[config.mk]
export PLATFORM = sky130hd
export DESIGN_NAME = multi_channel_counter_flat
export DESIGN_NICKNAME = d
export VERILOG_FILES = /design/src/rtl/multi_channel_counter_if.sv /design/src/rtl/multi_channel_counter.sv /design/src/flat_wrapper.sv
export SDC_FILE = /design/constraint.sdc
export NUM_CORES = 1
export LEC_CHECK = 0
export ABC_CLOCK_PERIOD_IN_PS = 1520
export BUFFER_PORTS_ARGS = -buffer_cell sky130_fd_sc_hd__buf_2
export CAP_MARGIN = 20
export CORE_UTILIZATION = 46
export CTS_BUF_LIST = sky130_fd_sc_hd__clkbuf_4
export DETAILED_ROUTE_END_ITERATION = 12
export MAX_ROUTING_LAYER = met4
export PLACE_DENSITY = 0.74
export SLEW_MARGIN = 30
export SYNTH_ARGS = -nofsm -noshare
export SYNTH_HDL_FRONTEND = slang
export SYNTH_SLANG_ARGS = --single-unit
[constraint.sdc]
create_clock -name clk -period 1.52 [get_ports clk]
set_input_delay 0 -clock clk [delete_from_list [all_inputs] [get_ports clk]]
set_output_delay 0 -clock clk [all_outputs]
set_load 0.05 [all_outputs]
[src/rtl/multi_channel_counter_if.sv]
`default_nettype none
// ============================================================================
// Module   : multi_channel_counter_if
// Purpose  : Load handshake and snapshot bundle for multi_channel_counter.
// Revision : 1.0 - initial release
// ============================================================================
interface multi_channel_counter_if #(
  parameter int NUM_CH = 2,
  parameter int WIDTH  = 4
);
  localparam int CH_W = (NUM_CH > 1) ? $clog2(NUM_CH) : 1;

  logic                    load_valid;
  logic [CH_W-1:0]         load_ch;
  logic [WIDTH-1:0]        load_value;
  logic                    load_ready;
  logic                    snap_req;
  logic [NUM_CH*WIDTH-1:0] snap_count;
  logic                    snap_valid;

  modport master (
    output load_valid, load_ch, load_value, snap_req,
    input  load_ready, snap_count, snap_valid
  );

  modport slave (
    input  load_valid, load_ch, load_value, snap_req,
    output load_ready, snap_count, snap_valid
  );
endinterface
`default_nettype wire

[src/rtl/multi_channel_counter.sv]
`default_nettype none
// ============================================================================
// Module   : multi_channel_counter
// Purpose  : N-channel 0..LIMIT modulo counter bank with load, clear, wrap
//            pulses and atomic snapshot. MULTI_CHANNEL_COUNTER_CASCADE_EN
//            chains channels into a multi-digit counter.
// Revision : 1.0 - initial release
// ============================================================================
module multi_channel_counter #(
  parameter int NUM_CH = 2,
  parameter int WIDTH  = 4,
  parameter int LIMIT  = 10
) (
  input  wire logic                    clk,
  input  wire logic                    rst,
  input  wire logic [NUM_CH-1:0]       en,
  input  wire logic [NUM_CH-1:0]       dir,
  input  wire logic [NUM_CH-1:0]       clr,
  output logic      [NUM_CH*WIDTH-1:0] count,
  output logic      [NUM_CH-1:0]       wrap,
  multi_channel_counter_if.slave       bus
);
  localparam int               CH_W = (NUM_CH > 1) ? $clog2(NUM_CH) : 1;
  localparam logic [WIDTH-1:0] LIM  = WIDTH'(LIMIT);

  generate
    if (NUM_CH < 1 || LIMIT < 1 || 64'(LIMIT) > ((64'd1 << WIDTH) - 64'd1)) begin : g_bad_params
      $error("multi_channel_counter: LIMIT must be in 1..2^WIDTH-1 and NUM_CH >= 1");
    end
  endgenerate

  logic [NUM_CH-1:0][WIDTH-1:0] count_q, count_d;
  logic [NUM_CH-1:0][WIDTH-1:0] snap_count_q, snap_count_d;
  logic [NUM_CH-1:0]            wrap_q, wrap_d;
  logic                         snap_valid_q, snap_valid_d;
  logic                         load_ready_q, load_ready_d;

  logic                         load_acc;
  logic                         cnt_req;
  logic                         ld_hit;
  logic                         term;
  logic                         counting;
  logic [WIDTH-1:0]             cur;
`ifdef MULTI_CHANNEL_COUNTER_CASCADE_EN
  logic                         carry;
`endif

  assign load_acc = bus.load_valid && load_ready_q;

  always_comb begin
    count_d  = count_q;
    wrap_d   = '0;
    cnt_req  = 1'b0;
    ld_hit   = 1'b0;
    term     = 1'b0;
    counting = 1'b0;
    cur      = '0;
`ifdef MULTI_CHANNEL_COUNTER_CASCADE_EN
    carry    = 1'b0;
`endif
    for (int i = 0; i < NUM_CH; i++) begin
`ifdef MULTI_CHANNEL_COUNTER_CASCADE_EN
      cnt_req = (i == 0) ? en[i] : carry;
`else
      cnt_req = en[i];
`endif
      ld_hit   = load_acc && (bus.load_ch == CH_W'(i));
      cur      = count_q[i];
      // Values above LIMIT are fault states; treat them as terminal either way.
      term     = dir[i] ? (cur >= LIM) : ((cur == '0) || (cur > LIM));
      counting = cnt_req && !clr[i] && !ld_hit;
      if (clr[i]) begin
        count_d[i] = '0;
      end else if (ld_hit) begin
        count_d[i] = (bus.load_value > LIM) ? LIM : bus.load_value;
      end else if (counting) begin
        if (term) begin
          count_d[i] = dir[i] ? '0 : LIM;
          wrap_d[i]  = 1'b1;
        end else begin
          count_d[i] = dir[i] ? (cur + 1'b1) : (cur - 1'b1);
        end
      end
`ifdef MULTI_CHANNEL_COUNTER_CASCADE_EN
      carry = counting && term;
`endif
    end
  end

  always_comb begin
    snap_count_d = bus.snap_req ? count_q : snap_count_q;
    snap_valid_d = bus.snap_req;
    load_ready_d = 1'b1;
  end

  always_ff @(posedge clk) begin
    if (rst) begin
      count_q      <= '0;
      wrap_q       <= '0;
      snap_count_q <= '0;
      snap_valid_q <= 1'b0;
      load_ready_q <= 1'b0;
    end else begin
      count_q      <= count_d;
      wrap_q       <= wrap_d;
      snap_count_q <= snap_count_d;
      snap_valid_q <= snap_valid_d;
      load_ready_q <= load_ready_d;
    end
  end

  assign count          = count_q;
  assign wrap           = wrap_q;
  assign bus.snap_count = snap_count_q;
  assign bus.snap_valid = snap_valid_q;
  assign bus.load_ready = load_ready_q;
endmodule
`default_nettype wire

[src/flat_wrapper.sv]
// flat-port wrapper written by rule: the top's interface ports become plain ports
module multi_channel_counter_flat 
#(
  parameter int NUM_CH = 2,
  parameter int WIDTH  = 4,
  parameter int LIMIT  = 10
)
  (clk, rst, en, dir, clr, count, wrap, bus_load_valid, bus_load_ch, bus_load_value, bus_snap_req, bus_load_ready, bus_snap_count, bus_snap_valid);
  multi_channel_counter_if #(.NUM_CH(NUM_CH), .WIDTH(WIDTH)) bus_i ();
  input  wire logic clk;
  input  wire logic rst;
  input  wire logic [NUM_CH-1:0] en;
  input  wire logic [NUM_CH-1:0] dir;
  input  wire logic [NUM_CH-1:0] clr;
  output logic      [NUM_CH*WIDTH-1:0] count;
  output logic      [NUM_CH-1:0] wrap;
  input wire logic [$bits(bus_i.load_valid)-1:0] bus_load_valid;
  input wire logic [$bits(bus_i.load_ch)-1:0] bus_load_ch;
  input wire logic [$bits(bus_i.load_value)-1:0] bus_load_value;
  input wire logic [$bits(bus_i.snap_req)-1:0] bus_snap_req;
  output wire logic [$bits(bus_i.load_ready)-1:0] bus_load_ready;
  output wire logic [$bits(bus_i.snap_count)-1:0] bus_snap_count;
  output wire logic [$bits(bus_i.snap_valid)-1:0] bus_snap_valid;
  assign bus_i.load_valid = bus_load_valid;
  assign bus_i.load_ch = bus_load_ch;
  assign bus_i.load_value = bus_load_value;
  assign bus_i.snap_req = bus_snap_req;
  assign bus_load_ready = bus_i.load_ready;
  assign bus_snap_count = bus_i.snap_count;
  assign bus_snap_valid = bus_i.snap_valid;
  multi_channel_counter #(.NUM_CH(NUM_CH), .WIDTH(WIDTH), .LIMIT(LIMIT)) u_core (.clk(clk), .rst(rst), .en(en), .dir(dir), .clr(clr), .count(count), .wrap(wrap), .bus(bus_i));
endmodule
==> results of run 1 <==
[layout make-up]
| type | instances | area share [%] |
|---|---|---|
| clock buffers | 3 | 1.58 |
| clock inverters | 1 | 2.11 |
| inverters | 3 | 0.789 |
| multi-input cells | 99 | 48.5 |
| flip-flops and latches | 20 | 28.9 |
| well taps | 28 | 2.46 |
| repair buffers | 41 | 15.6 |
[cell families after synthesis]
| group | synth area share [%] |
|---|---|
| DFF | 35.8 |
| buffers and inverters | 3.46 |
| and+or+nand+nor | 20.8 |
| adders and majority gates | 8.05 |
| AOI/OAI and AO/OA | 21.7 |
| muxes | 7.15 |
| xor gates and xnor gates | 3.13 |
[worst min-delay path by stage]
stage / endpoint / start / slack, ns / cells past startpoint
after floorplan: u_core.count[2]$_SDFFE_PP0P_ / bus_load_value[3] / 0.19 / 3
after global placement: u_core.cur[2]$_SDFFE_PP0P_ / clr[1] / 0.35 / 3
after detailed placement: u_core.cur[2]$_SDFFE_PP0P_ / clr[1] / 0.35 / 3
after CTS: u_core.cur[1]$_SDFFE_PP0P_ / clr[1] / 0.02 / 3
after global routing: u_core.cur[0]$_SDFFE_PP0P_ / clr[1] / 0.04 / 3
final: u_core.cur[2]$_SDFFE_PP0P_ / clr[1] / 0.03 / 3
[report_power, final]
part / internal [mW] / switching [mW]
Combinational: 0.0981 / 0.162
Clock: 0.266 / 0.167
Sequential: 0.540 / 0.0201
[cells in the mapped netlist]
library cell	n	area, um^2
a21o_1	2	15.0
a21oi_1	9	45.0
a31oi_1	4	25.0
and2_0	1	6.26
and3_1	3	18.8
buf_1	1	3.75
buf_2	1	5.00
clkbuf_1	5	18.8
dfxtp_1	20	400
fa_1	2	40.0
ha_1	4	50.1
inv_1	3	11.3
mux2i_1	8	80.1
nand2_1	4	15.0
nand2b_1	2	12.5
nand3_1	7	35.0
nor2_1	18	67.6
nor2b_1	2	12.5
nor3_1	2	10.0
nor4_1	2	12.5
o211ai_1	5	37.5
o211ai_2	1	12.5
o21a_1	2	15.0
o21ai_0	1	5.00
o21ai_1	2	10.0
o31a_1	2	17.5
o32a_1	2	20.0
o41a_1	2	22.5
o41ai_1	2	17.5
or2_0	1	6.26
or2_1	2	12.5
or2_2	2	12.5
or4_4	1	11.3
xnor2_1	2	17.5
xor2_1	2	17.5
[sequential cells by signal, indices dropped and copies added, names as in the netlist]
signal and cells:
u_core.wrap 2, u_core.count 4, u_core.bus.load_ready 1, u_core.bus.snap_count 8, u_core.cur 4, u_core.bus.snap_valid 1
[per-stage QoR]
| stage | total power [mW] | area [um^2] | hold WS, ns | cells | setup slack [ns] |
|---|---|---|---|---|---|
| 5_1_grt | 1.31 | 1430 | 0.0438 | 195 | -0.0108 |
| 3_3_place_gp | 0.825 | 1360 | 0.348 | 191 | 0.129 |
| 4_1_cts | 1.26 | 1410 | 0.0173 | 195 | 0.0614 |
| 6_report | 1.25 | 1430 | 0.0282 | 195 | 0.0866 |
| 3_5_place_dp | 0.830 | 1360 | 0.346 | 191 | 0.0898 |
| 2_1_floorplan | 0.749 | 1130 | 0.187 | 129 | -0.0604 |
[repair_timing]
action | CTS | global route
hold endpoints to repair | 0 | 0
setup endpoints to repair | 0 | 3
buffers inserted | 0 | 0
gates resized for setup | 0 | 4
[critical path, cell delays in order, from the launching register on]
cell and delay (ns):
dfxtp_4 0.39, ha_1 0.28, a21o_1 0.19, a21oi_2 0.15, xnor2_1 0.17, nand3_1 0.13, o211ai_2 0.08
[routing by layer]
metal | global-route usage (%) | wire length [um]
met2 | 36.2 | 1300
met1 | 26.8 | 1130
met3 | 3.57 | 119
met4 | 9.91 | 24
met5 | - | 0
==> metrics.cfg, run 1 <==
[timing]
slew_viol_final = 0
tns_ns = 0
tightest_slew_ns = 0.385
finalHoldViolations = 0
final-setup-viol-count = 0
timing.final.crit_share_pct = 94.3
clock_skew_ns = 0.000641
period_needed_ns = 1.43
fmax_mhz = 698
slew_headroom_pct = 74.3

[clock_network]
htree_levels = 1
clk_path_buf_depth = 2
hold_buffers = 0
clk_pin_slew_ns = 0.12
insertion_delay_ns = 0.30
cts_tree = yes
clkSinkCount = 20
cts-root-buf = clkbuf_4
numCtsBuffers = 3

[critical_path]
critPathArrivalTime_ns = 1.67
required_ns = 1.76
timing.rr.end = u_core.count[3]$_SDFFE_PP0P_
crit_fanout = 7
end_kind = flip-flop
r2r_slack_ns = 0.09
crit_path_end = u_core.count[3]$_SDFFE_PP0P_
startpoint_type = flip-flop
reg2reg_depth = 6
critPathKind = reg2reg
crit_start = u_core.count[1]$_SDFFE_PP0P_
rr_startpoint = u_core.count[1]$_SDFFE_PP0P_

[final_layout]
seq_area_um2 = 413
area_growth_pct = 27.4
drive_gt1_share_pct = 34.7
antenna_cells = 0
final_common_cell = buf_2
final_util_pct = 63.3
num-nets-final = 189
multiInputGateArea_um2 = 692
final_cell_mix = buf_2, nor2_1, dfxtp_1, mux2i_1
fill_cells = 215

[drt]
vias = 1114
drtAntennaViolNets = 0
drtPass1Iterations = 4
wl_um = 2570
drtIter0Drc = 13
wl_per_cell_um = 13.2
viasPerCell = 5.71
drc_errors = 0

[logic_synthesis]
syn-num-nets = 150
yosysWarnings = 0
seq_area_frac_synth_pct = 35.8
netlist_instances = 129
syn_area_mm2 = 0.00112
postSynthAreaPerCell_um2 = 8.68
yosys_register_bits = 20
synth_cell_types = 35

[grt]
antenna_found_initial = 0
grt_remaining_overflow = 0
grtUsageTotal_pct = 22.1
grt_pass1_wl_um = 4270
grt_max_degree = 13
first_global_vias = 1022

[placed_design]
portBuffers = 34
place_congestion = 0.832
dp_hpwl_um = 2000

[pwr]
ir_drop_uv = 840
powerDensity_mw_per_mm2 = 878
p_leak_nw = 0.680

[floorplanning]
start_util_pct = 49.7
die_area_mm2 = 0.00264
fp.dieH_um = 51.3
coreArea_mm2 = 0.00225
ios = 35
die_x_um = 51.3
rows = 17

[worst_hold_path]
min_path_type = in2reg

[flow_run]
cap_viol_max_count = 0

[run_status]
status = finished, final reports clean

No activity file was read; power rests on OpenSTA's default activity.
==> run 2, diff against run 1 <==
Settings changed: ABC_CLOCK_PERIOD_IN_PS 1520 to 1850, CTS_CLUSTER_SIZE set to 10, PLACE_DENSITY 0.74 to 0.73.
Clock period 1.52 ns to 1.85 ns, I/O delays scaled along.
==> metrics.cfg, run 2 (same netlist as run 1, synthesis figures left out) <==
[timing]
slew_headroom_pct = 64.5  ; was 74.3%
period_needed_ns = 1.64  ; was 1.43 ns
timing.final.crit_share_pct = 88.6  ; was 94.3%
fmax_mhz = 610  ; was 698 MHz
finalHoldViolations = 0  ; unchanged
final-setup-viol-count = 0  ; unchanged
rsz0062_at_grt = no
tightest_slew_ns = 0.525  ; was 0.385 ns
clock_skew_ns = 0.00676  ; was 0.000641 ns
tns_ns = 0  ; unchanged
slew_viol_final = 0  ; unchanged

[final_layout]
antenna_cells = 0  ; unchanged
num-nets-final = 182  ; was 189
drive_gt1_share_pct = 26.3  ; was 34.7%
final_cells = 188  ; was 195
area_growth_pct = 20.6  ; was 27.4%
fill_cells = 212  ; was 215
final_util_pct = 59.9  ; was 63.3%
largest_register_ffs = 8  ; unchanged
final_cell_mix = buf_2, dfxtp_1, nor2_1, a21oi_1, mux2i_1  ; was buf_2, nor2_1, dfxtp_1, mux2i_1
final_common_cell = buf_2  ; unchanged
design_area_mm2 = 0.00135  ; was 0.00143 mm^2

[critical_path]
cp_top_family = flip-flops  ; was compound AO/OA/AOI/OAI gates
critPathKind = reg2reg  ; unchanged
cp_slowest_cell = dfxtp_1  ; was dfxtp_4
required_ns = 2.10  ; was 1.76 ns
end_kind = flip-flop  ; unchanged
crit_buf_inv = 0  ; unchanged
slowest_delay_ns = 0.53  ; was 0.39 ns
cp_cell_sequence = ha_1, a21o_1, a21oi_1, xnor2_1, nand3_1, o211ai_2  ; was ha_1, a21o_1, a21oi_2, xnor2_1, nand3_1, o211ai_2
crit_fanout = 9  ; was 7
critPathArrivalTime_ns = 1.89  ; was 1.67 ns
startpoint_type = flip-flop  ; unchanged

[pwr]
p_int_mw = 0.732  ; was 0.904 mW
power.share.switching_pct = 28.0  ; was 27.8%
powerDensity_mw_per_mm2 = 753  ; was 878 mW/mm^2
clkPwrFrac_pct = 35.3  ; was 34.6%
comb_power_share_pct = 19.0  ; was 20.8%
switchingPower_mw = 0.285  ; was 0.349 mW
post-layout-total-power_mw = 1.02  ; was 1.25 mW
ir_drop_uv = 617  ; was 840 uV
seqPwrFrac_pct = 45.7  ; was 44.7%
p_leak_nw = 0.640  ; was 0.680 nW

[floorplanning]
rows = 17  ; unchanged
ios = 35  ; unchanged
coreArea_mm2 = 0.00225  ; unchanged
die_x_um = 51.3  ; unchanged
start_util_pct = 49.7  ; unchanged
fp.dieH_um = 51.3  ; unchanged
die_area_mm2 = 0.00264  ; unchanged

[flow_run]
cap_viol_max_count = 0  ; unchanged

[drt]
drtIter0Drc = 23  ; was 13
wl_um = 2440  ; was 2570 um
vias = 1071  ; was 1,114
viasPerCell = 5.70  ; was 5.71
drc_errors = 0  ; unchanged
wl_per_cell_um = 13.0  ; was 13.2 um
drtPass1Iterations = 4  ; unchanged
drtAntennaViolNets = 0  ; unchanged

[grt]
grt_pass1_wl_um = 4020  ; was 4270 um
grt_max_degree = 13  ; unchanged
grt_remaining_overflow = 0  ; unchanged
antenna_found_initial = 0  ; unchanged
first_global_vias = 897  ; was 1,022
grtUsageTotal_pct = 20.7  ; was 22.1%

[placed_design]
dp_hpwl_um = 1850  ; was 2000 um
place_congestion = 0.811  ; was 0.832
dp_cells = 184  ; was 191
place_area_mm2 = 0.00130  ; was 0.00136 mm^2
portBuffers = 34  ; unchanged

[run_status]
status = finished, final reports clean  ; unchanged

[clock_network]
clkSinkCount = 20  ; unchanged
cts-root-buf = clkbuf_4  ; unchanged
numCtsBuffers = 3  ; unchanged
clk_pin_slew_ns = 0.12  ; about the same
htree_levels = 1  ; unchanged
clk_path_buf_depth = 2  ; unchanged
insertion_delay_ns = 0.31  ; was 0.30 ns
postCtsSetupRepairBufs = 0  ; unchanged
ctsResizeCount = 0  ; unchanged
cts_tree = yes  ; unchanged
hold_buffers = 0  ; unchanged

[worst_hold_path]
min_path_type = in2reg  ; unchanged

## run 2: cell count changes in the layout (fill, tap and decap cells not counted), moves of 2 or more
cell	delta
a21oi_1	+2
a21oi_2	-2
buf_4	-7
dfxtp_1	+6
dfxtp_2	-4
dfxtp_4	-2
## run 2: path summary, 6_finish.rpt
kind	slack, ns	endpoint	start	cells after the start
setup reg to reg	0.21	u_core.count[3]$_SDFFE_PP0P_	u_core.count[1]$_SDFFE_PP0P_	6
hold reg to reg	0.50	u_core.bus.snap_count[5]$_SDFFE_PP0P_	u_core.bus.snap_count[5]$_SDFFE_PP0P_	2
setup / recovery	0.21	u_core.count[3]$_SDFFE_PP0P_	u_core.count[1]$_SDFFE_PP0P_	6
hold / removal	0.009	u_core.bus.snap_count[2]$_SDFFE_PP0P_	rst	2
## run 2: layout make-up
| type | instances | area [um^2] | area share [%] |
|---|---|---|---|
| clock buffers | 3 | 22.5 | 1.67 |
| clock inverters | 1 | 30.0 | 2.22 |
| inverters | 3 | 11.3 | 0.834 |
| multi-input cells | 99 | 681 | 50.4 |
| flip-flops and latches | 20 | 400 | 29.7 |
| well taps | 28 | 35.0 | 2.60 |
| repair buffers | 34 | 170 | 12.6 |
## run 2: layer usage
layer | track usage, % | wire length, um | share of wire (%)
met5 | - | 0 | 0
met4 | 5.86 | 39 | 1.6
met3 | 5.36 | 153 | 6.3
met2 | 29.2 | 1030 | 42
met1 | 28.9 | 1210 | 50
## run 2: worst reg2reg max path, cell delays in order, from the launching register on
cell and delay (ns):
dfxtp_1 0.53, ha_1 0.30, a21o_1 0.18, a21oi_1 0.17, xnor2_1 0.19, nand3_1 0.14, o211ai_2 0.08
## run 2: power by group through the flow
stage          registers [mW]  clock network [mW]  logic (mW)
4_1_cts                 0.464               0.365       0.194
3_3_place_gp            0.473                   0       0.190
3_5_place_dp            0.474                   0       0.193
2_1_floorplan           0.515                   0      0.0999
5_1_grt                 0.468               0.386       0.212
6_report                0.465               0.359       0.193
## run 2: stage by stage
step	worst slack (ns)	hold slack [ns]
2_1_floorplan	0.0195	0.194
3_3_place_gp	0.299	0.324
3_5_place_dp	0.260	0.331
4_1_cts	0.230	0.00180
5_1_grt	0.108	0.00314
6_report	0.210	0.00923
==> run 3, diff against run 2 <==
Settings changed: PLACE_DENSITY 0.73 to not set, PLACE_DENSITY_LB_ADDON set to 0.05.
==> metrics.cfg, run 3 (same netlist as run 1, synthesis figures left out) <==
[timing]
fmax_mhz = 624  ; was 610 MHz
period_needed_ns = 1.60  ; was 1.64 ns
clock_skew_ns = 0.00577  ; was 0.00676 ns
timing.final.crit_share_pct = 86.7  ; was 88.6%
rsz0062_at_grt = no  ; unchanged
tns_ns = 0  ; unchanged
finalHoldViolations = 0  ; unchanged
tightest_slew_ns = 0.584  ; was 0.525 ns
slew_viol_final = 0  ; unchanged
final-setup-viol-count = 0  ; unchanged
timing.hold.ws_ns = 0.00780  ; was 0.00923 ns
layout_setup_ws_ns = 0.246  ; was 0.210 ns
slew_headroom_pct = 60.6  ; was 64.5%

[worst_hold_path]
min_path_type = in2reg  ; unchanged

[critical_path]
end_kind = flip-flop  ; unchanged
required_ns = 2.08  ; was 2.10 ns
critPathKind = reg2reg  ; unchanged
critPathArrivalTime_ns = 1.83  ; was 1.89 ns
crit_fanout = 9  ; unchanged
startpoint_type = flip-flop  ; unchanged

[drt]
drc_errors = 0  ; unchanged
drtIter0Drc = 13  ; was 23
wl_um = 2500  ; was 2440 um
viasPerCell = 5.55  ; was 5.70
wl_per_cell_um = 13.2  ; was 13.0 um
drtAntennaViolNets = 0  ; unchanged
drtPass1Iterations = 5  ; was 4
vias = 1049  ; was 1,071

[floorplanning]
die_area_mm2 = 0.00264  ; unchanged
start_util_pct = 49.7  ; unchanged
ios = 35  ; unchanged
fp.dieH_um = 51.3  ; unchanged
coreArea_mm2 = 0.00225  ; unchanged
rows = 17  ; unchanged
die_x_um = 51.3  ; unchanged

[pwr]
switchingPower_mw = 0.283  ; was 0.285 mW
comb_power_share_pct = 19.4  ; was 19.0%
seqPwrFrac_pct = 45.5  ; was 45.7%
p_int_mw = 0.732  ; about the same
clkPwrFrac_pct = 35.1  ; was 35.3%
p_leak_nw = 0.646  ; was 0.640 nW
powerDensity_mw_per_mm2 = 748  ; was 753 mW/mm^2
power.share.switching_pct = 27.9  ; was 28.0%
ir_drop_uv = 466  ; was 617 uV

[final_layout]
num-nets-final = 183  ; was 182
design_area_mm2 = 0.00136  ; was 0.00135 mm^2
final_cell_mix = buf_2, dfxtp_1, nor2_1, a21oi_1, mux2i_1  ; unchanged
multiInputGateArea_um2 = 681  ; unchanged
antenna_cells = 0  ; unchanged
final_common_cell = buf_2  ; unchanged
largest_register_ffs = 8  ; unchanged
area_growth_pct = 21.2  ; was 20.6%
fill_cells = 220  ; was 212
seq_area_um2 = 400  ; unchanged
drive_gt1_share_pct = 26.7  ; was 26.3%

[grt]
grt_max_degree = 13  ; unchanged
first_global_vias = 993  ; was 897
grt_remaining_overflow = 0  ; unchanged
grtUsageTotal_pct = 21.9  ; was 20.7%
antenna_found_initial = 0  ; unchanged
grt_pass1_wl_um = 4320  ; was 4020 um

[clock_network]
cts-root-buf = clkbuf_4  ; unchanged
insertion_delay_ns = 0.30  ; was 0.31 ns
ctsResizeCount = 0  ; unchanged
hold_buffers = 0  ; unchanged
clk_pin_slew_ns = 0.12  ; about the same
cts_tree = yes  ; unchanged
clkSinkCount = 20  ; unchanged
htree_levels = 1  ; unchanged
clk_path_buf_depth = 2  ; unchanged
postCtsSetupRepairBufs = 0  ; unchanged
numCtsBuffers = 3  ; unchanged

[placed_design]
place_congestion = 0.828  ; was 0.811
dp_hpwl_um = 1910  ; was 1850 um
place_area_mm2 = 0.00131  ; was 0.00130 mm^2
post-place-ws_ns = 0.276  ; was 0.260 ns
portBuffers = 34  ; unchanged

[run_status]
status = finished, final reports clean  ; unchanged

[flow_run]
cap_viol_max_count = 0  ; unchanged

## run 3: changes by cell type in the layout (fill, tap and decap cells not counted)
cell,delta
buf_4,+1
## run 3: layout make-up
cell class / instances / area share, %
Clock inverter: 1 / 2.21
Clock buffer: 3 / 1.66
Inverter: 3 / 0.829
Multi-Input combinational cell: 99 / 50.1
Timing Repair Buffer: 35 / 13.1
Tap cell: 28 / 2.58
Sequential cell: 20 / 29.5
## run 3: power groups by stage
| stage | Clock [mW] | Combinational, mW | Sequential, mW |
|---|---|---|---|
| 2_1_floorplan | 0 | 0.0999 | 0.515 |
| 5_1_grt | 0.388 | 0.214 | 0.466 |
| 3_3_place_gp | 0 | 0.194 | 0.472 |
| 6_report | 0.356 | 0.197 | 0.462 |
| 3_5_place_dp | 0 | 0.197 | 0.472 |
| 4_1_cts | 0.368 | 0.197 | 0.463 |
## run 3: routing by layer
metal | GRT usage (%) | wire length [um] | vias to the layer above
li1 | - | - | 532
met1 | 27.6 | 1150 | 497
met2 | 37.3 | 1260 | 18
met3 | 2.68 | 79 | 2
met4 | 5.41 | 14 | 0
met5 | - | 0 | -
## run 3: worst paths after layout
path | start | endpoint | slack [ns] | cells after the start
min | rst | u_core.bus.snap_count[1]$_SDFFE_PP0P_ | 0.008 | 2
max reg2reg | u_core.cur[1]$_SDFFE_PP0P_ | u_core.cur[3]$_SDFFE_PP0P_ | 0.25 | 6
max | u_core.cur[1]$_SDFFE_PP0P_ | u_core.cur[3]$_SDFFE_PP0P_ | 0.25 | 6
min reg2reg | u_core.bus.snap_count[6]$_SDFFE_PP0P_ | u_core.bus.snap_count[6]$_SDFFE_PP0P_ | 0.51 | 2
## run 3: critical path, stage by stage (launching register included)
cell      delay, ns
dfxtp_1        0.53
ha_1           0.29
a21o_1         0.18
a21oi_1        0.17
xnor2_1        0.17
nand3_1        0.10
o211ai_1       0.09
## run 3: stage by stage
stage	total power, mW	utilization (%)	instances
after floorplan	0.615	-	129
after global placement	0.665	57.9	185
after detailed placement	0.669	57.9	185
after CTS	1.03	60.2	189
after global routing	1.07	60.2	189
final	1.02	60.2	189
